[config.mk]
export PLATFORM = sky130hd
export DESIGN_NAME = flappy_game_ctrl_flat
export DESIGN_NICKNAME = d
export VERILOG_FILES = /design/src/rtl/flappy_game_ctrl_if.sv /design/src/rtl/flappy_game_ctrl.sv /design/src/flat_wrapper.sv
export SDC_FILE = /design/constraint.sdc
export NUM_CORES = 1
export LEC_CHECK = 0
export BUFFER_PORTS_ARGS = -buffer_cell sky130_fd_sc_hd__buf_2
export CAP_MARGIN = 20
export CORE_UTILIZATION = 50
export CTS_CLUSTER_SIZE = 10
export DETAILED_ROUTE_END_ITERATION = 12
export HOLD_SLACK_MARGIN = 0.15
export PLACE_DENSITY = 0.78
export SETUP_SLACK_MARGIN = 0.5
export SLEW_MARGIN = 20
export SYNTH_ARGS = -nofsm -noshare
export SYNTH_HDL_FRONTEND = slang
export SYNTH_SLANG_ARGS = --single-unit
[constraint.sdc]
create_clock -name clk -period 6.3 [get_ports clk]
set_clock_uncertainty 0.2 [all_clocks]
set_input_delay 0.945 -clock clk [delete_from_list [all_inputs] [get_ports clk]]
set_output_delay 0.945 -clock clk [all_outputs]
set_load 0.05 [all_outputs]
[src/rtl/flappy_game_ctrl_if.sv]
// Signal bundle between the Flappy Bird game sequencer and its surroundings.
// master: the side that drives frame/keypad/collision inputs and reads status.
// slave:  the game sequencer itself.
interface flappy_game_ctrl_if;
  logic        frame_tick;
  logic        key_ready;
  logic        pause_sw;
  logic        collide;
  logic        pipe_pass;
  logic [1:0]  state;
  logic        run;
  logic        flap;
  logic [11:0] score_bcd;
  logic [11:0] best_bcd;
  logic        new_best;

  modport master (
    output frame_tick, key_ready, pause_sw, collide, pipe_pass,
    input  state, run, flap, score_bcd, best_bcd, new_best
  );

  modport slave (
    input  frame_tick, key_ready, pause_sw, collide, pipe_pass,
    output state, run, flap, score_bcd, best_bcd, new_best
  );
endinterface

[src/rtl/flappy_game_ctrl.sv]
// Flappy Bird game sequencer: play state (idle/fly/dead/pause), rate-limited
// flap pulses from keypad edges, 3-digit BCD running score and best score.
// Optional feature macro: FLAPPY_BEST_SCORE_EN (best-score register and
// comparator; when undefined best_bcd is 0 and new_best is 0).
module flappy_game_ctrl #(
  parameter int unsigned DEAD_HOLD = 60,
  parameter int unsigned FLAP_GAP  = 4
) (
  input logic               clk,
  input logic               rst,
  flappy_game_ctrl_if.slave bus
);

  typedef enum logic [1:0] {
    ST_IDLE  = 2'd0,
    ST_FLY   = 2'd1,
    ST_DEAD  = 2'd2,
    ST_PAUSE = 2'd3
  } state_t;

  localparam logic [3:0] GAP_LOAD  = 4'(FLAP_GAP);
  localparam logic [7:0] HOLD_LOAD = 8'(DEAD_HOLD);

  state_t      state_q;
  logic        run_q;
  logic        flap_q;
  logic        key_q;
  logic [11:0] score_q;
  logic [11:0] score_d;
  logic [3:0]  gap_q;
  logic [7:0]  hold_q;

  logic key_rise;
  logic enter_dead;
  logic restart;

  assign key_rise   = bus.key_ready & ~key_q;
  assign enter_dead = (state_q == ST_FLY) & bus.collide;
  assign restart    = (state_q == ST_DEAD) & key_rise & (hold_q == '0);

  // Saturating BCD increment of the score; digits stay within 0..9.
  always_comb begin
    score_d = score_q;
    if (score_q == 12'h999) begin
      score_d = score_q;
    end else if (score_q[3:0] != 4'd9) begin
      score_d[3:0] = score_q[3:0] + 4'd1;
    end else if (score_q[7:4] != 4'd9) begin
      score_d[7:4] = score_q[7:4] + 4'd1;
      score_d[3:0] = 4'd0;
    end else begin
      score_d[11:8] = score_q[11:8] + 4'd1;
      score_d[7:0]  = 8'h00;
    end
  end

  // Game state machine with registered outputs, counters and score.
  always_ff @(posedge clk) begin
    if (rst) begin
      state_q <= ST_IDLE;
      run_q   <= 1'b0;
      flap_q  <= 1'b0;
      key_q   <= 1'b1;
      score_q <= '0;
      gap_q   <= '0;
      hold_q  <= '0;
    end else begin
      key_q  <= bus.key_ready;
      flap_q <= 1'b0;
      unique case (state_q)
        ST_IDLE: begin
          score_q <= '0;
          if (key_rise) begin
            state_q <= ST_FLY;
            run_q   <= 1'b1;
            flap_q  <= 1'b1;
            gap_q   <= GAP_LOAD;
          end
        end
        ST_FLY: begin
          if (enter_dead) begin
            state_q <= ST_DEAD;
            run_q   <= 1'b0;
            hold_q  <= HOLD_LOAD;
          end else if (bus.pause_sw) begin
            state_q <= ST_PAUSE;
            run_q   <= 1'b0;
          end else begin
            // A refused press still lets the same-cycle frame tick count down.
            if (key_rise && (gap_q == '0)) begin
              flap_q <= 1'b1;
              gap_q  <= GAP_LOAD;
            end else if (bus.frame_tick && (gap_q != '0)) begin
              gap_q <= gap_q - 4'd1;
            end
            if (bus.pipe_pass) begin
              score_q <= score_d;
            end
          end
        end
        ST_DEAD: begin
          if (bus.frame_tick && (hold_q != '0)) begin
            hold_q <= hold_q - 8'd1;
          end
          if (restart) begin
            state_q <= ST_IDLE;
            score_q <= '0;
          end
        end
        ST_PAUSE: begin
          if (!bus.pause_sw) begin
            state_q <= ST_FLY;
            run_q   <= 1'b1;
          end
        end
      endcase
    end
  end

  assign bus.state     = state_q;
  assign bus.run       = run_q;
  assign bus.flap      = flap_q;
  assign bus.score_bcd = score_q;

`ifdef FLAPPY_BEST_SCORE_EN
  logic [11:0] best_q;
  logic        new_best_q;

  // Best score captured on the edge into DEAD; packed BCD compares as unsigned.
  always_ff @(posedge clk) begin
    if (rst) begin
      best_q     <= '0;
      new_best_q <= 1'b0;
    end else if (enter_dead && (score_q > best_q)) begin
      best_q     <= score_q;
      new_best_q <= 1'b1;
    end else if (restart) begin
      new_best_q <= 1'b0;
    end
  end

  assign bus.best_bcd = best_q;
  assign bus.new_best = new_best_q;
`else
  assign bus.best_bcd = '0;
  assign bus.new_best = 1'b0;
`endif

endmodule

[src/flat_wrapper.sv]
// flat-port wrapper written by rule: the top's interface ports become plain ports
module flappy_game_ctrl_flat 
#(
  parameter int unsigned DEAD_HOLD = 60,
  parameter int unsigned FLAP_GAP  = 4
)
  (clk, rst, bus_frame_tick, bus_key_ready, bus_pause_sw, bus_collide, bus_pipe_pass, bus_state, bus_run, bus_flap, bus_score_bcd, bus_best_bcd, bus_new_best);
  flappy_game_ctrl_if bus_i ();
  input logic clk;
  input logic rst;
  input wire logic [$bits(bus_i.frame_tick)-1:0] bus_frame_tick;
  input wire logic [$bits(bus_i.key_ready)-1:0] bus_key_ready;
  input wire logic [$bits(bus_i.pause_sw)-1:0] bus_pause_sw;
  input wire logic [$bits(bus_i.collide)-1:0] bus_collide;
  input wire logic [$bits(bus_i.pipe_pass)-1:0] bus_pipe_pass;
  output wire logic [$bits(bus_i.state)-1:0] bus_state;
  output wire logic [$bits(bus_i.run)-1:0] bus_run;
  output wire logic [$bits(bus_i.flap)-1:0] bus_flap;
  output wire logic [$bits(bus_i.score_bcd)-1:0] bus_score_bcd;
  output wire logic [$bits(bus_i.best_bcd)-1:0] bus_best_bcd;
  output wire logic [$bits(bus_i.new_best)-1:0] bus_new_best;
  assign bus_i.frame_tick = bus_frame_tick;
  assign bus_i.key_ready = bus_key_ready;
  assign bus_i.pause_sw = bus_pause_sw;
  assign bus_i.collide = bus_collide;
  assign bus_i.pipe_pass = bus_pipe_pass;
  assign bus_state = bus_i.state;
  assign bus_run = bus_i.run;
  assign bus_flap = bus_i.flap;
  assign bus_score_bcd = bus_i.score_bcd;
  assign bus_best_bcd = bus_i.best_bcd;
  assign bus_new_best = bus_i.new_best;
  flappy_game_ctrl #(.DEAD_HOLD(DEAD_HOLD), .FLAP_GAP(FLAP_GAP)) u_core (.clk(clk), .rst(rst), .bus(bus_i));
endmodule
==> results of run 1 <==
[metal layers]
metal / track usage [%] / vias up / wire (um)
met5: 0 / - / 0
met4: 8.44 / 0 / 51
met3: 8.10 / 6 / 159
met2: 30.3 / 39 / 1460
met1: 25.5 / 669 / 1560
li1: - / 745 / -
[kinds of logic (layout without fill, tap and decap cells)]
group                      after synthesis  count (layout)  synth area share (%)
AOI/OAI and AO/OA                       46              46                  17.5
xor gates and xnor gates                 7               7                  3.53
adders and majority gates               10              10                  7.20
buffers and inverters                   32              40                  10.2
DFF                                     29              29                  33.4
muxes                                    4               4                  2.45
other                                    1              13                 0.216
and+or+nand+nor                         79              79                  25.6
[how the worst min path moves through the flow]
stage	from	slack, ns	end
final	u_core.bus.score_bcd[11]$_SDFFE_PP0P_	0.28	u_core.bus.score_bcd[11]$_SDFFE_PP0P_
after global routing	u_core.bus.score_bcd[11]$_SDFFE_PP0P_	0.31	u_core.bus.score_bcd[11]$_SDFFE_PP0P_
after CTS	u_core.bus.score_bcd[11]$_SDFFE_PP0P_	0.28	u_core.bus.score_bcd[11]$_SDFFE_PP0P_
after detailed placement	u_core.gap_q[3]$_SDFFE_PP0P_	0.27	u_core.gap_q[3]$_SDFFE_PP0P_
after global placement	u_core.gap_q[3]$_SDFFE_PP0P_	0.27	u_core.gap_q[3]$_SDFFE_PP0P_
after floorplan	u_core.gap_q[3]$_SDFFE_PP0P_	0.24	u_core.gap_q[3]$_SDFFE_PP0P_
[through the flow]
step	total power [W]	instance area (um^2)	setup slack [ns]	std cells	utilization (%)
3_3_place_gp	0.000272	1820	3.43	267	54.4
6_report	0.000384	1870	3.72	274	56.1
2_1_floorplan	0.000267	1780	3.61	220	-
3_5_place_dp	0.000273	1820	3.36	267	54.4
5_1_grt	0.000408	1870	3.67	274	56.1
4_1_cts	0.000388	1870	3.73	274	56.1
[cell usage in the layout, fill, tap and decap left out, types with 4 or more instances in the layout]
cell	count
sky130_fd_sc_hd__dfxtp_1	29
sky130_fd_sc_hd__nor2_1	23
sky130_fd_sc_hd__buf_2	22
sky130_fd_sc_hd__a21oi_1	14
sky130_fd_sc_hd__nand2_1	14
sky130_fd_sc_hd__o21ai_0	13
sky130_fd_sc_hd__conb_1	13
sky130_fd_sc_hd__inv_1	11
sky130_fd_sc_hd__ha_1	10
sky130_fd_sc_hd__xor2_1	6
sky130_fd_sc_hd__clkbuf_4	5
sky130_fd_sc_hd__nand3b_1	4
sky130_fd_sc_hd__nor3_1	4
[flip-flops by register name (all words and copies together) (netlist names)]
signal / flops
u_core.bus.run: 1
u_core.hold_q: 8
u_core.bus.score_bcd: 12
u_core.gap_q: 4
u_core.bus.state: 2
u_core.key_q: 1
u_core.bus.flap: 1
[Yosys cell counts (2+ instances only)]
master,number
sky130_fd_sc_hd__nor3_1,4
sky130_fd_sc_hd__nor2_1,23
sky130_fd_sc_hd__inv_1,11
sky130_fd_sc_hd__o31ai_1,2
sky130_fd_sc_hd__a21oi_1,14
sky130_fd_sc_hd__or2_2,2
sky130_fd_sc_hd__or4_1,3
sky130_fd_sc_hd__a211oi_1,2
sky130_fd_sc_hd__nand4_1,2
sky130_fd_sc_hd__and2b_1,2
sky130_fd_sc_hd__nand3_1,3
sky130_fd_sc_hd__nor4_1,2
sky130_fd_sc_hd__and3_1,3
sky130_fd_sc_hd__nand2b_1,3
sky130_fd_sc_hd__and3b_1,2
sky130_fd_sc_hd__or3_1,3
sky130_fd_sc_hd__dfxtp_1,29
sky130_fd_sc_hd__ha_1,10
sky130_fd_sc_hd__mux2i_1,2
sky130_fd_sc_hd__xor2_1,6
sky130_fd_sc_hd__nand2_1,14
sky130_fd_sc_hd__o21ai_0,13
sky130_fd_sc_hd__nand3b_1,4
sky130_fd_sc_hd__a31oi_1,2
sky130_fd_sc_hd__a311oi_1,3
sky130_fd_sc_hd__mux2_2,2
sky130_fd_sc_hd__clkbuf_1,6
sky130_fd_sc_hd__buf_4,13
sky130_fd_sc_hd__o211ai_1,3
[layout make-up]
class | instances | area share (%)
repair buffers | 22 | 5.89
multi-input cells | 159 | 54.8
inverters | 11 | 2.21
flip-flops and latches | 29 | 31.0
well taps | 46 | 3.08
clock buffers | 7 | 2.94
[where the power goes]
part           internal (W)  switching, W
clock network     0.0000526     0.0000627
registers          0.000190    0.00000781
logic             0.0000204     0.0000505
total              0.000263      0.000121
==> metrics.json, run 1 <==
{
  "sta": {
    "post-route-min-period_ns": 2.58,
    "timing.final.hold_violations": 0,
    "worst_slew_margin_rel_pct": 51.3,
    "maxSlewViolCount": 0,
    "setup_violations_final": 0,
    "period_share_pct": 40.9,
    "totalNegativeSetupSlack_ns": 0,
    "unrepaired_setup_endpoints_after_global_routing": "false",
    "timing_worst_slew_pin_value_ns": 0.726,
    "final.hold.worst_slack_ns": 0.282,
    "max_freq_ghz": 0.388
  },
  "yosys": {
    "async_flop_share_pct": 0,
    "synthTopCellsByArea": "sky130_fd_sc_hd__dfxtp_1, sky130_fd_sc_hd__ha_1, sky130_fd_sc_hd__buf_4, sky130_fd_sc_hd__nor2_1, sky130_fd_sc_hd__a21oi_1",
    "synth.top_cell.area_share_pct": 33.4,
    "ys_seq_area_share_pct": 33.4,
    "post_synth_instance_area_mm2": 0.00174,
    "yosys_warnings": 0,
    "synth_enable_flop_cells": 0,
    "synth_largest_area_cell": "sky130_fd_sc_hd__dfxtp_1",
    "most_used_flip_flop_cell_after_synthesis": "sky130_fd_sc_hd__dfxtp_1",
    "synth-seq-cells": 29,
    "avgSynthCellArea_um2": 8.36,
    "syn_inst": 208,
    "netlist-cell-type-count": 49
  },
  "status": {
    "run_status": "completed"
  },
  "setup_path": {
    "worst-path-stages": 6,
    "cp_max_fo": 9,
    "timing.rr.start": "u_core.bus.state[1]$_SDFFE_PP0P_",
    "critPathCaptureType": "flip-flop",
    "critical_path_class": "in2reg",
    "regToRegSetupSlack_ns": 4.00,
    "critical_path_buf_inv_count": 1,
    "critical_path.startpoint_type": "input port",
    "crit_slowest_cell": "sky130_fd_sc_hd__or4b_4",
    "cp_data_required_time_ns": 6.37,
    "rr_endpoint": "u_core.bus.score_bcd[7]$_SDFFE_PP0P_",
    "worst_path_dominant_cell_family": "simple AND/OR/NAND/NOR gates",
    "endpoint_of_the_most_critical_setup_path": "u_core.bus.score_bcd[7]$_SDFFE_PP0P_",
    "path_cells": "buf_2 -> or4b_4 -> a32oi_4 -> nand3_4 -> or4_1 -> a21oi_1",
    "critical_path_arrival_ns": 2.65,
    "worst_r2r_path_cells": 5,
    "setup.worst_path.start": "bus_pause_sw",
    "cp_slowest_stage_delay_ns": 0.54
  },
  "hold_path": {
    "worstHoldPathCells": 1,
    "hp-class": "reg2reg"
  },
  "drt": {
    "post_drt_via_cell_ratio": 5.32,
    "detailroute.via_count": 1459,
    "detail_route.first_pass.iterations": 4,
    "detail_route.iter0.violations": 59,
    "post_route_ant_nets": 0,
    "route.detailed.drc": 0,
    "routed_wire_length_per_instance_um": 11.8,
    "wl_um": 3230
  },
  "clock_tree": {
    "ctsHtreeMaxLevel": 2,
    "cts.sink_count": 29,
    "post_cts_resize_count": 0,
    "cts-hold-fix-buffers": 0,
    "cts_tree": "built",
    "cts.path.max_buffers": 2,
    "clkSlewWorstSetupHoldPaths_ns": 0.09,
    "ctsRootBufferMaster": "sky130_fd_sc_hd__clkbuf_4",
    "cts_inserted_buffers": 5,
    "postCtsSetupRepairBufs": 0,
    "clk_latency_ns": 0.33
  },
  "power_and_ir_drop": {
    "peakVddDrop_uv": 112,
    "leakage_power_of_the_design_nw": 0.779,
    "power_density_mw_per_mm2": 205
  },
  "global_routing": {
    "grt_pass1_wl_um": 5430,
    "first_global_vias": 1281,
    "grt_antenna_before_repair": 0,
    "grt_start_max_net_pins": 27,
    "grt_remaining_overflow": 0,
    "global_route.usage.total_pct": 20.1
  },
  "final_layout": {
    "seq_area_um2": 581,
    "num-nets-final": 245,
    "area_growth_syn_to_layout_pct": 7.63,
    "fill_cells": 348,
    "multi_input_comb_area_mm2": 0.00103,
    "layout-drive-gt1-share_pct": 16.2,
    "antenna_cells": 0
  },
  "flow_run": {
    "cap_viol_max_count": 0
  },
  "floorplanning": {
    "start_util_pct": 52.1,
    "core_area_mm2": 0.00334,
    "chipWidth_um": 61.0,
    "die_y_um": 61.0,
    "design.portCount": 36,
    "dieArea_mm2": 0.00372,
    "std_cell_rows": 21
  },
  "place": {
    "portBuffers": 22,
    "detailed_place_hpwl_um": 2340,
    "weighted_congestion_at_the_end_of_routability_driven_global_placement": 0.781
  }
}
(Power assumes the default switching activity.)
==> inputs of run 2 (changes only) <==
- CORE_UTILIZATION: 50 -> 49
- PLACE_DENSITY: 0.78 -> 0.79
- clock period: 6.3 -> 2.1 ns (I/O delays scaled with it)
==> run 2 against run 1 <==
Net effect:
- the flow now finishes with violations (setup timing)
- sequential share of layout area fell by 6.2 points
- register-to-register slack got worse by 4.0 ns
- clock power rose to 3.3 times the previous value
- flip-flop and latch count did not move
- worst setup slack got worse by 3.7 ns
- routed wire length rose by 56%
- worst hold slack got worse by 0.11 ns
- critical path type is now reg2reg
- largest power group unchanged
==> metrics.json, run 2 (synthesis results as in run 1) <==
{
  "place": {
    "portBuffers": {"value": 22, "change": "unchanged"},
    "detailed_place_hpwl": {"value": 2610, "unit": "um", "change": "+12%"},
    "dp_slack": {"value": -0.135, "unit": "ns", "change": "-3.50 ns"},
    "weighted_congestion_at_the_end_of_routability_driven_global_placement": {"value": 0.824, "change": "+5.5%"},
    "dpl-instance-area": {"value": 0.00196, "unit": "mm^2", "change": "+8.1%"},
    "post-place-cells": {"value": 278, "change": "+4.1%"}
  },
  "drt": {
    "detail_route.iter0.violations": {"value": 90, "change": "+53%"},
    "detailroute.via_count": {"value": 1766, "change": "+21%"},
    "detail_route.first_pass.iterations": {"value": 4, "change": "unchanged"},
    "post_route_ant_nets": {"value": 0, "change": "unchanged"},
    "post_drt_via_cell_ratio": {"value": 5.68, "change": "+6.6%"},
    "wl": {"value": 5040, "unit": "um", "change": "+56%"},
    "routed_wire_length_per_instance": {"value": 16.2, "unit": "um", "change": "+37%"},
    "route.detailed.drc": {"value": 0, "change": "unchanged"}
  },
  "final_layout": {
    "max_ffs_per_register": {"value": 12, "change": "unchanged"},
    "seq_area": {"value": 611, "unit": "um^2", "change": "+5.2%"},
    "fill_cells": {"value": 253, "change": "-27%"},
    "layoutNonFillerInstCount": {"value": 311, "change": "+14%"},
    "num-nets-final": {"value": 281, "change": "+15%"},
    "layout-drive-gt1-share": {"value": 44.5, "unit": "%", "change": "+28 points"},
    "antenna_cells": {"value": 0, "change": "unchanged"},
    "layout.cells.most_common": "sky130_fd_sc_hd__buf_4",
    "design_area": {"value": 0.00246, "unit": "mm^2", "change": "+31%"},
    "multi_input_comb_area": {"value": 0.00126, "unit": "mm^2", "change": "+23%"},
    "layout.cells.most_common_list": "sky130_fd_sc_hd__buf_4, sky130_fd_sc_hd__nor2_1, sky130_fd_sc_hd__dfxtp_1",
    "area_growth_syn_to_layout_pct": 41.3
  },
  "global_routing": {
    "grt_pass1_wl": {"value": 6940, "unit": "um", "change": "+28%"},
    "grtUsageMet1": {"value": 33.3, "unit": "%", "change": "+7.8 points"},
    "globalRouteMet2Util": {"value": 40.1, "unit": "%", "change": "+9.8 points"},
    "first_global_vias": {"value": 1524, "change": "+19%"},
    "grt_remaining_overflow": {"value": 0, "change": "unchanged"},
    "global_route.usage.total": {"value": 25.6, "unit": "%", "change": "+5.5 points"},
    "grt_antenna_before_repair": {"value": 0, "change": "unchanged"},
    "grt_start_max_net_pins": {"value": 27, "change": "unchanged"},
    "top_usage_layer": "met2",
    "globalRouteMet3Util": {"value": 4.41, "unit": "%", "change": "-3.7 points"}
  },
  "sta": {
    "post-route-min-period_ns": 2.12,
    "timing_worst_slew_pin_value": {"value": 0.593, "unit": "ns", "change": "-0.133 ns"},
    "unrepaired_setup_endpoints_after_global_routing": "true",
    "worst_slew_margin_rel": {"value": 60.5, "unit": "%", "change": "+9.2 points"},
    "timing.final.hold_violations": {"value": 0, "change": "unchanged"},
    "final.hold.worst_slack": {"value": 0.172, "unit": "ns", "change": "-0.110 ns"},
    "postLayoutSetupSlackWorst": {"value": -0.0238, "unit": "ns", "change": "-3.75 ns"},
    "setup_violations_final": {"value": 4, "change": "+4"},
    "max_freq_ghz": 0.471,
    "maxSlewViolCount": {"value": 0, "change": "unchanged"},
    "period_share_pct": 101
  },
  "clock_tree": {
    "cts_inserted_buffers": {"value": 5, "change": "unchanged"},
    "cts_tree": "built",
    "ctsHtreeMaxLevel": {"value": 2, "change": "unchanged"},
    "cts.sink_count": {"value": 29, "change": "unchanged"},
    "ctsRootBufferMaster": "sky130_fd_sc_hd__clkbuf_4",
    "clk_latency": {"value": 0.35, "unit": "ns", "change": "+0.02 ns"},
    "clkSlewWorstSetupHoldPaths": {"value": 0.10, "unit": "ns", "change": "about the same"},
    "cts.path.max_buffers": {"value": 2, "change": "unchanged"}
  },
  "setup_path": {
    "critPathCaptureType": "flip-flop",
    "critical_path_arrival": {"value": 2.17, "unit": "ns", "change": "-0.48 ns"},
    "critical_path.startpoint_type": "flip-flop",
    "regToRegSetupSlack": {"value": -0.02, "unit": "ns", "change": "-4.02 ns"},
    "cp_max_fo": {"value": 3, "change": "-6"},
    "cp_data_required_time": {"value": 2.15, "unit": "ns", "change": "-4.22 ns"},
    "critical_path_class": "reg2reg"
  },
  "status": {
    "run_status": "finished with violations",
    "failed_checks": "setup timing"
  },
  "hold_path": {
    "hp-class": "in2reg"
  },
  "flow_run": {
    "cap_viol_max_count": {"value": 0, "change": "unchanged"}
  },
  "power_and_ir_drop": {
    "leakage_power_of_the_design": {"value": 1.02, "unit": "nW", "change": "+31%"},
    "power_density": {"value": 539, "unit": "mW/mm^2", "change": "+160%"},
    "peakVddDrop": {"value": 545, "unit": "uV", "change": "+390%"}
  },
  "floorplanning": {
    "std_cell_rows": {"value": 21, "change": "unchanged"},
    "chipWidth": {"value": 61.6, "unit": "um", "change": "+0.98%"},
    "die_y": {"value": 61.6, "unit": "um", "change": "+0.98%"},
    "dieArea": {"value": 0.00379, "unit": "mm^2", "change": "+2.0%"},
    "design.portCount": {"value": 36, "change": "unchanged"},
    "start_util": {"value": 51.7, "unit": "%", "change": "-0.41 points"},
    "core_area": {"value": 0.00336, "unit": "mm^2", "change": "+0.79%"}
  }
}
-- run 2: cell types whose count changed in the layout (fill, tap and decap cells not counted), moves of 7 or more --
cell	change
sky130_fd_sc_hd__buf_2	-9
sky130_fd_sc_hd__dfxtp_2	+9
sky130_fd_sc_hd__clkbuf_4	+7
sky130_fd_sc_hd__o21ai_0	-7
sky130_fd_sc_hd__buf_4	+29
sky130_fd_sc_hd__dfxtp_1	-14
-- run 2: power by group --
group | switching [W] | internal (W) | total (W)
clock | 0.000218 | 0.000165 | 0.000383
combinational | 0.000220 | 0.000131 | 0.000351
sequential | 0.0000249 | 0.000567 | 0.000592
total | 0.000462 | 0.000863 | 0.00133
-- run 2: through the flow --
| stage | utilization, % | power (W) | TNS [ns] |
|---|---|---|---|
| after floorplan | - | 0.000826 | -0.288 |
| after detailed placement | 58.4 | 0.000866 | -0.721 |
| after global placement | 58.4 | 0.000860 | -0.265 |
| after CTS | 65.8 | 0.00127 | 0 |
| final | 73.0 | 0.00133 | -0.0667 |
| after global routing | 73.0 | 0.00138 | -0.485 |
-- run 2: cell type report --
| cell class | count | share of cell area [%] |
|---|---|---|
| Multi-Input combinational cell | 160 | 51.3 |
| Sequential cell | 29 | 24.9 |
| Timing Repair Buffer | 57 | 17.4 |
| Clock buffer | 8 | 2.39 |
| Tap cell | 46 | 2.34 |
| Inverter | 11 | 1.68 |
-- run 2: timing repair --
item,in CTS,in global routing
gates cloned,1,0
endpoints found under the setup margin,27,33
pin swaps,8,20
resized for setup,22,46
hold buffers,1,0
hold endpoints to repair,1,0
setup buffers,13,10
-- run 2: layer usage --
layer / wire length (um) / share of wire, % / vias up
li1: - / - / 827
met1: 2170 / 43 / 864
met2: 2530 / 50 / 67
met3: 272 / 5.4 / 8
met4: 65 / 1.3 / 0
met5: 0 / 0 / -
-- run 2: path summary, 6_finish.rpt --
check | start | cells past startpoint | endpoint
worst max register to register | u_core.bus.state[1]$_SDFFE_PP0P_ | 6 | u_core.bus.score_bcd[8]$_SDFFE_PP0P_
worst min-delay path | bus_key_ready | 5 | u_core.bus.flap$_SDFF_PP0_
worst max-delay path | u_core.bus.state[1]$_SDFFE_PP0P_ | 6 | u_core.bus.score_bcd[8]$_SDFFE_PP0P_
worst min register to register | u_core.bus.score_bcd[2]$_SDFFE_PP0P_ | 2 | u_core.bus.score_bcd[2]$_SDFFE_PP0P_
-- run 2: critical path, cell delays in order, from the launching register on --
cell and delay [ns]:
sky130_fd_sc_hd__dfxtp_4 0.36, sky130_fd_sc_hd__or4b_4 0.51, sky130_fd_sc_hd__a32oi_4 0.25, sky130_fd_sc_hd__buf_4 0.18
sky130_fd_sc_hd__buf_4 0.11, sky130_fd_sc_hd__a31oi_1 0.12, sky130_fd_sc_hd__mux2_2 0.30
